## src/rtl/unified_mem_arbiter.sv

```systemverilog
// Arbitrates one single-ported req/ack memory between instruction fetch and the data port.
// Define ARB_PERF_CNT_EN to add the perf_conflicts_o / perf_forced_o saturating counters.
module unified_mem_arbiter #(
    parameter int unsigned AW           = 32,
    parameter int unsigned DW           = 32,
    parameter int unsigned STARVE_LIMIT = 4
) (
    input  logic              clk_i,
    input  logic              reset_ni,
`ifdef ARB_PERF_CNT_EN
    output logic [31:0]       perf_conflicts_o,
    output logic [31:0]       perf_forced_o,
`endif
    input  logic              i_req_i,
    input  logic [AW-1:0]     i_addr_i,
    output logic [DW-1:0]     i_rdata_o,
    output logic              i_ready_o,
    input  logic              d_req_i,
    input  logic              d_we_i,
    input  logic [AW-1:0]     d_addr_i,
    input  logic [DW-1:0]     d_wdata_i,
    input  logic [DW/8-1:0]   d_wstrb_i,
    output logic [DW-1:0]     d_rdata_o,
    output logic              d_ready_o,
    output logic              m_req_o,
    output logic              m_we_o,
    output logic [AW-1:0]     m_addr_o,
    output logic [DW-1:0]     m_wdata_o,
    output logic [DW/8-1:0]   m_wstrb_o,
    input  logic [DW-1:0]     m_rdata_i,
    input  logic              m_ack_i
);

    localparam int unsigned SW   = DW / 8;
    localparam int unsigned CntW = $clog2(STARVE_LIMIT + 1);

    typedef enum logic [1:0] {
        StIdle,
        StGntI,
        StGntD,
        StResp
    } state_e;

    state_e          state_q, state_d;
    logic [CntW-1:0] starve_q, starve_d;
    logic            sel_d_q, sel_d_d;
    logic            m_req_q, m_req_d;
    logic            m_we_q, m_we_d;
    logic [AW-1:0]   m_addr_q, m_addr_d;
    logic [DW-1:0]   m_wdata_q, m_wdata_d;
    logic [SW-1:0]   m_wstrb_q, m_wstrb_d;
    logic [DW-1:0]   i_rdata_q, i_rdata_d;
    logic [DW-1:0]   d_rdata_q, d_rdata_d;
    logic            i_ready_q, i_ready_d;
    logic            d_ready_q, d_ready_d;

    logic            starve_max;
    logic            arb_en;
    logic            gnt_d;
    logic            gnt_i;

    assign starve_max = (starve_q == CntW'(STARVE_LIMIT));

    // The IDLE cycle carrying a ready pulse is a bubble: the finishing requester still
    // holds its req there, so no arbitration may happen in it.
    assign arb_en = (state_q == StIdle) && !i_ready_q && !d_ready_q;
    assign gnt_d  = arb_en && d_req_i && !(i_req_i && starve_max);
    assign gnt_i  = arb_en && i_req_i && !gnt_d;

    always_comb begin
        state_d   = state_q;
        starve_d  = starve_q;
        sel_d_d   = sel_d_q;
        m_req_d   = m_req_q;
        m_we_d    = m_we_q;
        m_addr_d  = m_addr_q;
        m_wdata_d = m_wdata_q;
        m_wstrb_d = m_wstrb_q;
        i_rdata_d = i_rdata_q;
        d_rdata_d = d_rdata_q;
        i_ready_d = 1'b0;
        d_ready_d = 1'b0;

        unique case (state_q)
            StIdle: begin
                if (gnt_d) begin
                    state_d   = StGntD;
                    sel_d_d   = 1'b1;
                    m_req_d   = 1'b1;
                    m_we_d    = d_we_i;
                    m_addr_d  = d_addr_i;
                    m_wdata_d = d_wdata_i;
                    m_wstrb_d = d_wstrb_i;
                    // Only counts while a fetch is actually being passed over.
                    if (i_req_i) begin
                        starve_d = starve_q + 1'b1;
                    end
                end else if (gnt_i) begin
                    state_d   = StGntI;
                    sel_d_d   = 1'b0;
                    m_req_d   = 1'b1;
                    m_we_d    = 1'b0;
                    m_addr_d  = i_addr_i;
                    m_wdata_d = '0;
                    m_wstrb_d = '0;
                    starve_d  = '0;
                end
            end
            StGntI, StGntD: begin
                if (m_ack_i) begin
                    m_req_d = 1'b0;
                    state_d = StResp;
                    if (sel_d_q) begin
                        d_rdata_d = m_rdata_i;
                    end else begin
                        i_rdata_d = m_rdata_i;
                    end
                end
            end
            StResp: begin
                state_d   = StIdle;
                d_ready_d = sel_d_q;
                i_ready_d = !sel_d_q;
            end
            default: begin
                state_d = StIdle;
            end
        endcase
    end

    always_ff @(posedge clk_i or negedge reset_ni) begin
        if (!reset_ni) begin
            state_q   <= StIdle;
            starve_q  <= '0;
            sel_d_q   <= 1'b0;
            m_req_q   <= 1'b0;
            m_we_q    <= 1'b0;
            m_addr_q  <= '0;
            m_wdata_q <= '0;
            m_wstrb_q <= '0;
            i_rdata_q <= '0;
            d_rdata_q <= '0;
            i_ready_q <= 1'b0;
            d_ready_q <= 1'b0;
        end else begin
            state_q   <= state_d;
            starve_q  <= starve_d;
            sel_d_q   <= sel_d_d;
            m_req_q   <= m_req_d;
            m_we_q    <= m_we_d;
            m_addr_q  <= m_addr_d;
            m_wdata_q <= m_wdata_d;
            m_wstrb_q <= m_wstrb_d;
            i_rdata_q <= i_rdata_d;
            d_rdata_q <= d_rdata_d;
            i_ready_q <= i_ready_d;
            d_ready_q <= d_ready_d;
        end
    end

    assign m_req_o   = m_req_q;
    assign m_we_o    = m_we_q;
    assign m_addr_o  = m_addr_q;
    assign m_wdata_o = m_wdata_q;
    assign m_wstrb_o = m_wstrb_q;
    assign i_rdata_o = i_rdata_q;
    assign i_ready_o = i_ready_q;
    assign d_rdata_o = d_rdata_q;
    assign d_ready_o = d_ready_q;

`ifdef ARB_PERF_CNT_EN
    logic [31:0] perf_conflicts_q;
    logic [31:0] perf_forced_q;
    logic        conflict;
    logic        forced;

    // Bubble cycles are excluded: only cycles that actually arbitrate are counted.
    assign conflict = arb_en && i_req_i && d_req_i;
    assign forced   = conflict && gnt_i;

    always_ff @(posedge clk_i or negedge reset_ni) begin
        if (!reset_ni) begin
            perf_conflicts_q <= '0;
            perf_forced_q    <= '0;
        end else begin
            if (conflict && (perf_conflicts_q != '1)) begin
                perf_conflicts_q <= perf_conflicts_q + 32'd1;
            end
            if (forced && (perf_forced_q != '1)) begin
                perf_forced_q <= perf_forced_q + 32'd1;
            end
        end
    end

    assign perf_conflicts_o = perf_conflicts_q;
    assign perf_forced_o    = perf_forced_q;
`endif

endmodule

```

## config.mk

```make
export PLATFORM = sky130hd
export DESIGN_NAME = unified_mem_arbiter
export DESIGN_NICKNAME = d
export VERILOG_FILES = /design/src/rtl/unified_mem_arbiter.sv
export SDC_FILE = /design/constraint.sdc
export NUM_CORES = 1
export LEC_CHECK = 0
export BUFFER_PORTS_ARGS = -buffer_cell sky130_fd_sc_hd__buf_2
export CORE_MARGIN = 2
export CORE_UTILIZATION = 42
export CTS_CLUSTER_DIAMETER = 80
export DETAILED_ROUTE_END_ITERATION = 16
export GPL_TIMING_DRIVEN = 0
export PLACE_DENSITY = 0.79
export SYNTH_ARGS = -nofsm -noshare
export SYNTH_HDL_FRONTEND = slang
export SYNTH_SLANG_ARGS = --single-unit
```

## constraint.sdc

```tcl
create_clock -name clk_i -period 1.8 [get_ports clk_i]
set_clock_uncertainty 0.2 [all_clocks]
set_input_delay 0.09 -clock clk_i [delete_from_list [all_inputs] [get_ports clk_i]]
set_output_delay 0.09 -clock clk_i [all_outputs]
set_load 0.005 [all_outputs]
```

# [Yosys cells after proc, flatten, opt, wreduce, memory -nomap -nowiden]
# Index checks and enable logic that the tools add are counted.
[totals] reg_bits=142 inputBits=138 out_inout_bits=136 elab_cells=65
[classes] addsub=1 n_eq_ne=7 muxes=22 bitwise=1 reduce_logical=22
[ops] operator="$mux W32" count=4
[ops] operator="$reduce_and A3 Y1" count=4
[ops] operator="$mux W3" count=3
[ops] operator="$mux W1" count=8
[ops] operator="$mux W4" count=2
[ops] operator="$logic_and A1 B1 Y1" count=7
[ops] operator="$mux W2" count=3
[ops] operator="$pmux W2 S3" count=1
[ops] operator="$logic_not A1 Y1" count=5
[ops] operator="$eq A2 B2 Y1 const B" count=2
[ops] operator="$ne A2 B2 Y1 const B" count=2
[ops] operator="$reduce_and A2 Y1" count=2
[ops] operator="$reduce_bool A2 Y1" count=2
[ops] operator="$add A3 B1 Y3 const B" count=1
[ops] operator="$eq A3 B3 Y1 const B" count=1
[ops] operator="$ne A3 B3 Y1 const B" count=1
[ops] operator="$eq A2 B1 Y1 const B" count=1
[ops] operator="$logic_not A2 Y1" count=1
[ops] operator="$pmux W1 S2" count=1
[ops] operator="$reduce_or A2 Y1" count=1
[ops] operator="$not A1 Y1" count=1

# [Longest topological paths before layout]
[logic_depth] ltp_word=10 depth_mapped=8 ltp_nobuf=6

# [Worst setup path after synthesis]
# No wires, ideal clock.
[synth_timing] kind="register to register" startpoint="register state_q[0]" endpoint="register starve_q[2]" setup_ns=0.083 arrival_time_ns=1.572 t_required_ns=1.517 path_slack_ns=-0.055 stages_incl_launch_ff=8 n_path_buf=1 synth_period_minus_slack_ns=1.855 path_cell_list="dfrtp_1 > inv_1 > ha_1 > nor3b_2 > nand3_1 > buf_6 > or4_1 > o21ai_0"
[synth_between] elab_chain_len=9 word_cells_on_any_way=12 classes_between="eq/ne: 1; mux: 1; reduce/logical: 10"
[synth_lines] element="start, declared" line_no="44" source="state_e state_q, state_d;"
[synth_lines] element="start signal, assigned" line_no="133" source="state_q <= StIdle;"
[synth_lines] element="start signal, assigned" line_no="146" source="state_q <= state_d;"
[synth_lines] element="$logic_not A2 Y1 (*)" line_no="66, 84"
[synth_lines] element="$logic_and A1 B1 Y1 (2 in series)" line_no="66" source="assign arb_en = (state_q == StIdle) && !i_ready_q && !d_ready_q;"
[synth_lines] element="$logic_and A1 B1 Y1 (2 in series)" line_no="67" source="assign gnt_d = arb_en && d_req_i && !(i_req_i && starve_max);"
[synth_lines] element="$logic_not A1 Y1" line_no="68" source="assign gnt_i = arb_en && i_req_i && !gnt_d;"
[synth_lines] element="$logic_and A1 B1 Y1" line_no="68"
[synth_lines] element="$reduce_bool A2 Y1 (no source line)"
[synth_lines] element="$reduce_and A3 Y1 (no source line)"
[synth_lines] element="end signal, assigned" line_no="147" source="starve_q <= starve_d;"
[synth_lines] element="end, declared" line_no="45" source="logic [CntW-1:0] starve_q, starve_d;"
# Every way passes the cells marked *; elsewhere a longest branch is shown, timed or not.
# A chain may end at the register's enable or synchronous reset.

# [Worst setup path in the final report]
[layout_timing] startpoint="register state_q[0]" endpoint="register m_wstrb_q[2] (netlist: m_wstrb_o[2])"
[layout_between] elab_chain_len=9 word_cells_on_any_way=11 classes_between="mux: 1; reduce/logical: 10"
[layout_lines] element="$logic_not A2 Y1 (*)" line_no="66, 84"
[layout_lines] element="$logic_and A1 B1 Y1 (2 in series)" line_no="66"
[layout_lines] element="$logic_and A1 B1 Y1 (2 in series)" line_no="67"
[layout_lines] element="$logic_not A1 Y1" line_no="68"
[layout_lines] element="$logic_and A1 B1 Y1" line_no="68"
[layout_lines] element="$reduce_bool A2 Y1 (no source line)"
[layout_lines] element="$reduce_and A2 Y1 (no source line)"
[layout_lines] element="end signal, assigned" line_no="153" source="m_wstrb_q <= m_wstrb_d;"
[layout_lines] element="end, declared" line_no="51" source="logic [SW-1:0] m_wstrb_q, m_wstrb_d;"
# Marks and branches as above.

==> results.sh <==
export IMPL_grt_start_max_net_pins=80
export IMPL_ys_ff_latch=142
export IMPL_start_util_pct=42.67
export IMPL_vias_per_cell=5.148
export IMPL_hold_ws_ns=0.03670
export IMPL_cts_buffer_depth=2
export IMPL_netlist_instances=409
export IMPL_synth_xor_xnor_area_share_pct=0
export IMPL_layout_common_cells="buf_2 (275), dfrtp_1 (142), dlygate4sd3_1 (136)"
export IMPL_synth_edff_count=0
export IMPL_clock_sinks=142
export IMPL_cp_cell_sequence="inv_2 > ha_4 > nor3b_4 > buf_4 > o21ai_4 > clkbuf_16 > buf_6 > a22o_1"
export IMPL_ys_seq_area_share_pct=63.39
export IMPL_yosys_area_share_simple_pct=4.040
export IMPL_r2r_start="state_q[0]"
export IMPL_rows=42
export IMPL_min_path_type="input pin to async pin"
export IMPL_numPlacedInstances=859
export IMPL_antenna_found_initial=0
export IMPL_die_area_mm2=0.01429
export IMPL_synth_compound_area_share_pct=10.00
export IMPL_drt_iter0_drc=243
export IMPL_vdd_drop_max_uv=1109
export IMPL_synth_cell_area_mm2=0.005605
export IMPL_slowest_stage="dfrtp_1"
export IMPL_relSlewSlack_pct=59.03
export IMPL_synthMuxAreaShare_pct=18.57
export IMPL_crit_required_ns=1.89
export IMPL_max_stage_delay_ns=0.39
export IMPL_syn_area_per_cell_um2=13.71
export IMPL_num_antenna_cells=0
export IMPL_rsz0062_at_grt="yes"
export IMPL_numCtsBuffers=17
export IMPL_htree_levels=4
export IMPL_root_buffer="clkbuf_16"
export IMPL_syn_nets=552
export IMPL_synth_ff_type="dfrtp_1"
export IMPL_port_buffers=273
export IMPL_drv_cap=0
export IMPL_ant_nets=0
export IMPL_gr_total_overflow=0
export IMPL_fin_crit_ns=1.939
export IMPL_wirelength_um=20710
export IMPL_finalCritPeriodShare_pct=107.7
export IMPL_synth_top_family_by_area="multiplexers"
export IMPL_r2r_setup_slack_ns=-0.14
export IMPL_num_vias=5452
export IMPL_yosysWarnings=0
export IMPL_final_common_cell="buf_2"
export IMPL_place_hpwl_um=10890
export IMPL_synth_cell_type_count=26
export IMPL_gp_congestion=0.8036
export IMPL_slew_violations=0
export IMPL_cts_tree="built"
export IMPL_nets=1013
export IMPL_fin_cells=1059
export IMPL_startpoint_type="flip-flop"
export IMPL_r2r_cells=8
export IMPL_finalHoldViolCount=0
export IMPL_critPathKind="flip-flop to flip-flop"
export IMPL_worst_path_buf_inv=4
export IMPL_ys_async_sr_fraction_pct=100.0
export IMPL_power_static_leakage_nw=5.173
export IMPL_p_per_area_mw_per_mm2=1705
export IMPL_grtUsageTotal_pct=27.88
export IMPL_worst_path_max_fanout=6
export IMPL_violations="setup timing"
export IMPL_setup_ws_ns=-0.1391
export IMPL_drive_above_1_share_pct=54.13
export IMPL_startpoint="state_q[0]"
export IMPL_fp_coreArea_mm2=0.01314
export IMPL_rr_endpoint="m_wstrb_o[2]"
export IMPL_run_status="finished, violations left"
export IMPL_grt_pass1_vias=6007
export IMPL_dr_pass1_iters=5
export IMPL_tightest_slew_ns=0.6146
export IMPL_die_w_um=119.5
export IMPL_area_growth_syn_to_layout_pct=80.54
export IMPL_grt_pass1_wl_um=30770
export IMPL_clkTransAtPathRegs_ns=0.06
export IMPL_clk_insertion_delay_late_ns=0.41
export IMPL_routedWlPerCell_um=19.56
export IMPL_fmax_mhz=515.7
export IMPL_synth_fa_ha_area_share_pct=1.116
export IMPL_crit_arrival_ns=2.03
export IMPL_critPathTopFamily="buffers and inverters"
export IMPL_io_pin_count=274
export IMPL_drc=0
export IMPL_die_h_um=119.5
export IMPL_end_kind="flip-flop"
export IMPL_setup_viol=101
==> worst max-delay path by stage <==
stage | cells past startpoint | endpoint | slack [ns]
2_1_floorplan | 7 | starve_q[2] | -0.05
3_3_place_gp | 1 | m_addr_o[19] | -1.33
3_5_place_dp | 7 | m_wdata_o[11] | -0.53
4_1_cts | 7 | starve_q[2] | -0.16
5_1_grt | 8 | m_addr_o[27] | -0.25
6_report | 8 | m_wstrb_o[2] | -0.14
==> area by class of cell <==
type	count	area [um2]
repair buffers	445	3188
plain buffers	23	276.5
inverters	7	26.28
clock buffers	23	498.0
fillers	768	3018
clock inverters	9	176.4
flip-flops and latches	142	3553
well taps	176	220.2
multi-input cells	234	2181
==> report_power, final <==
part           internal, mW  switching (mW)
Clock                  2.64            1.28
Sequential             4.71           0.948
Combinational          4.30            3.36
Total                  11.7            5.59
==> Yosys cell counts, types with 2 or more instances <==
cell / instances / area [um2]
mux2_2: 64 / 720.7
nor2_1: 2 / 7.510
a22o_1: 37 / 324.1
nor2b_1: 2 / 12.51
buf_4: 2 / 15.01
a2bb2oi_1: 2 / 17.52
mux2i_1: 32 / 320.3
ha_1: 5 / 62.56
o21ai_0: 37 / 185.2
a21oi_1: 2 / 10.01
nand2_1: 39 / 146.4
buf_2: 18 / 90.09
dfrtp_1: 142 / 3553
inv_1: 7 / 26.28
nand3_1: 3 / 15.01
clkbuf_1: 5 / 18.77
==> worst reg2reg max path, cell delays in order (launching register included) <==
cell and delay, ns:
dfrtp_1 0.39, inv_2 0.09, ha_4 0.13, nor3b_4 0.24
buf_4 0.16, o21ai_4 0.10, clkbuf_16 0.19, buf_6 0.13
a22o_1 0.19
==> per-layer routing <==
layer	track usage, %	part of all wire (%)
met4	14.19	4.1
met2	49.50	53
met5	0	0
met3	7.557	6.2
met1	30.55	37
==> metrics by stage <==
step / TNS (ns) / total power, mW / setup WS (ns) / util [%] / area (um2)
5_1_grt: -18.06 / 18.14 / -0.2465 / 77.03 / 10120
3_5_place_dp: -47.80 / 10.86 / -0.5282 / 55.06 / 7233
3_3_place_gp: -228.04 / 10.56 / -1.327 / 54.80 / 7199
6_report: -8.112 / 17.25 / -0.1391 / 77.03 / 10120
2_1_floorplan: -0.1928 / 8.365 / -0.04776 / - / 5613
4_1_cts: -5.971 / 16.12 / -0.1578 / 74.00 / 9722
==> flip-flops by register name (all words and copies together), names as in the netlist <==
register   cells
m_wdata_o     32
d_rdata_o     32
state_q        2
d_ready_o      1
sel_d_q        1
m_req_o        1
m_we_o         1
i_ready_o      1
i_rdata_o     32
starve_q       3
m_wstrb_o      4
m_addr_o      32
==> cells by family after synthesis <==
logic type | Yosys count
and+or+nand+nor | 52
adders and majority gates | 5
muxes | 96
buffers and inverters | 33
AOI/OAI and AO/OA | 81
DFF | 142
==> timing repair <==
item / CTS / global route
gates resized for setup: 86 / 81
cloned: 7 / 5
endpoints found under the setup margin: 136 / 137
hold buffers: 136 / 0
buffers inserted: 15 / 9
pin swaps: 10 / 10
endpoints found under the hold margin: 281 / 0
No activity file was read; power rests on OpenSTA's default activity.
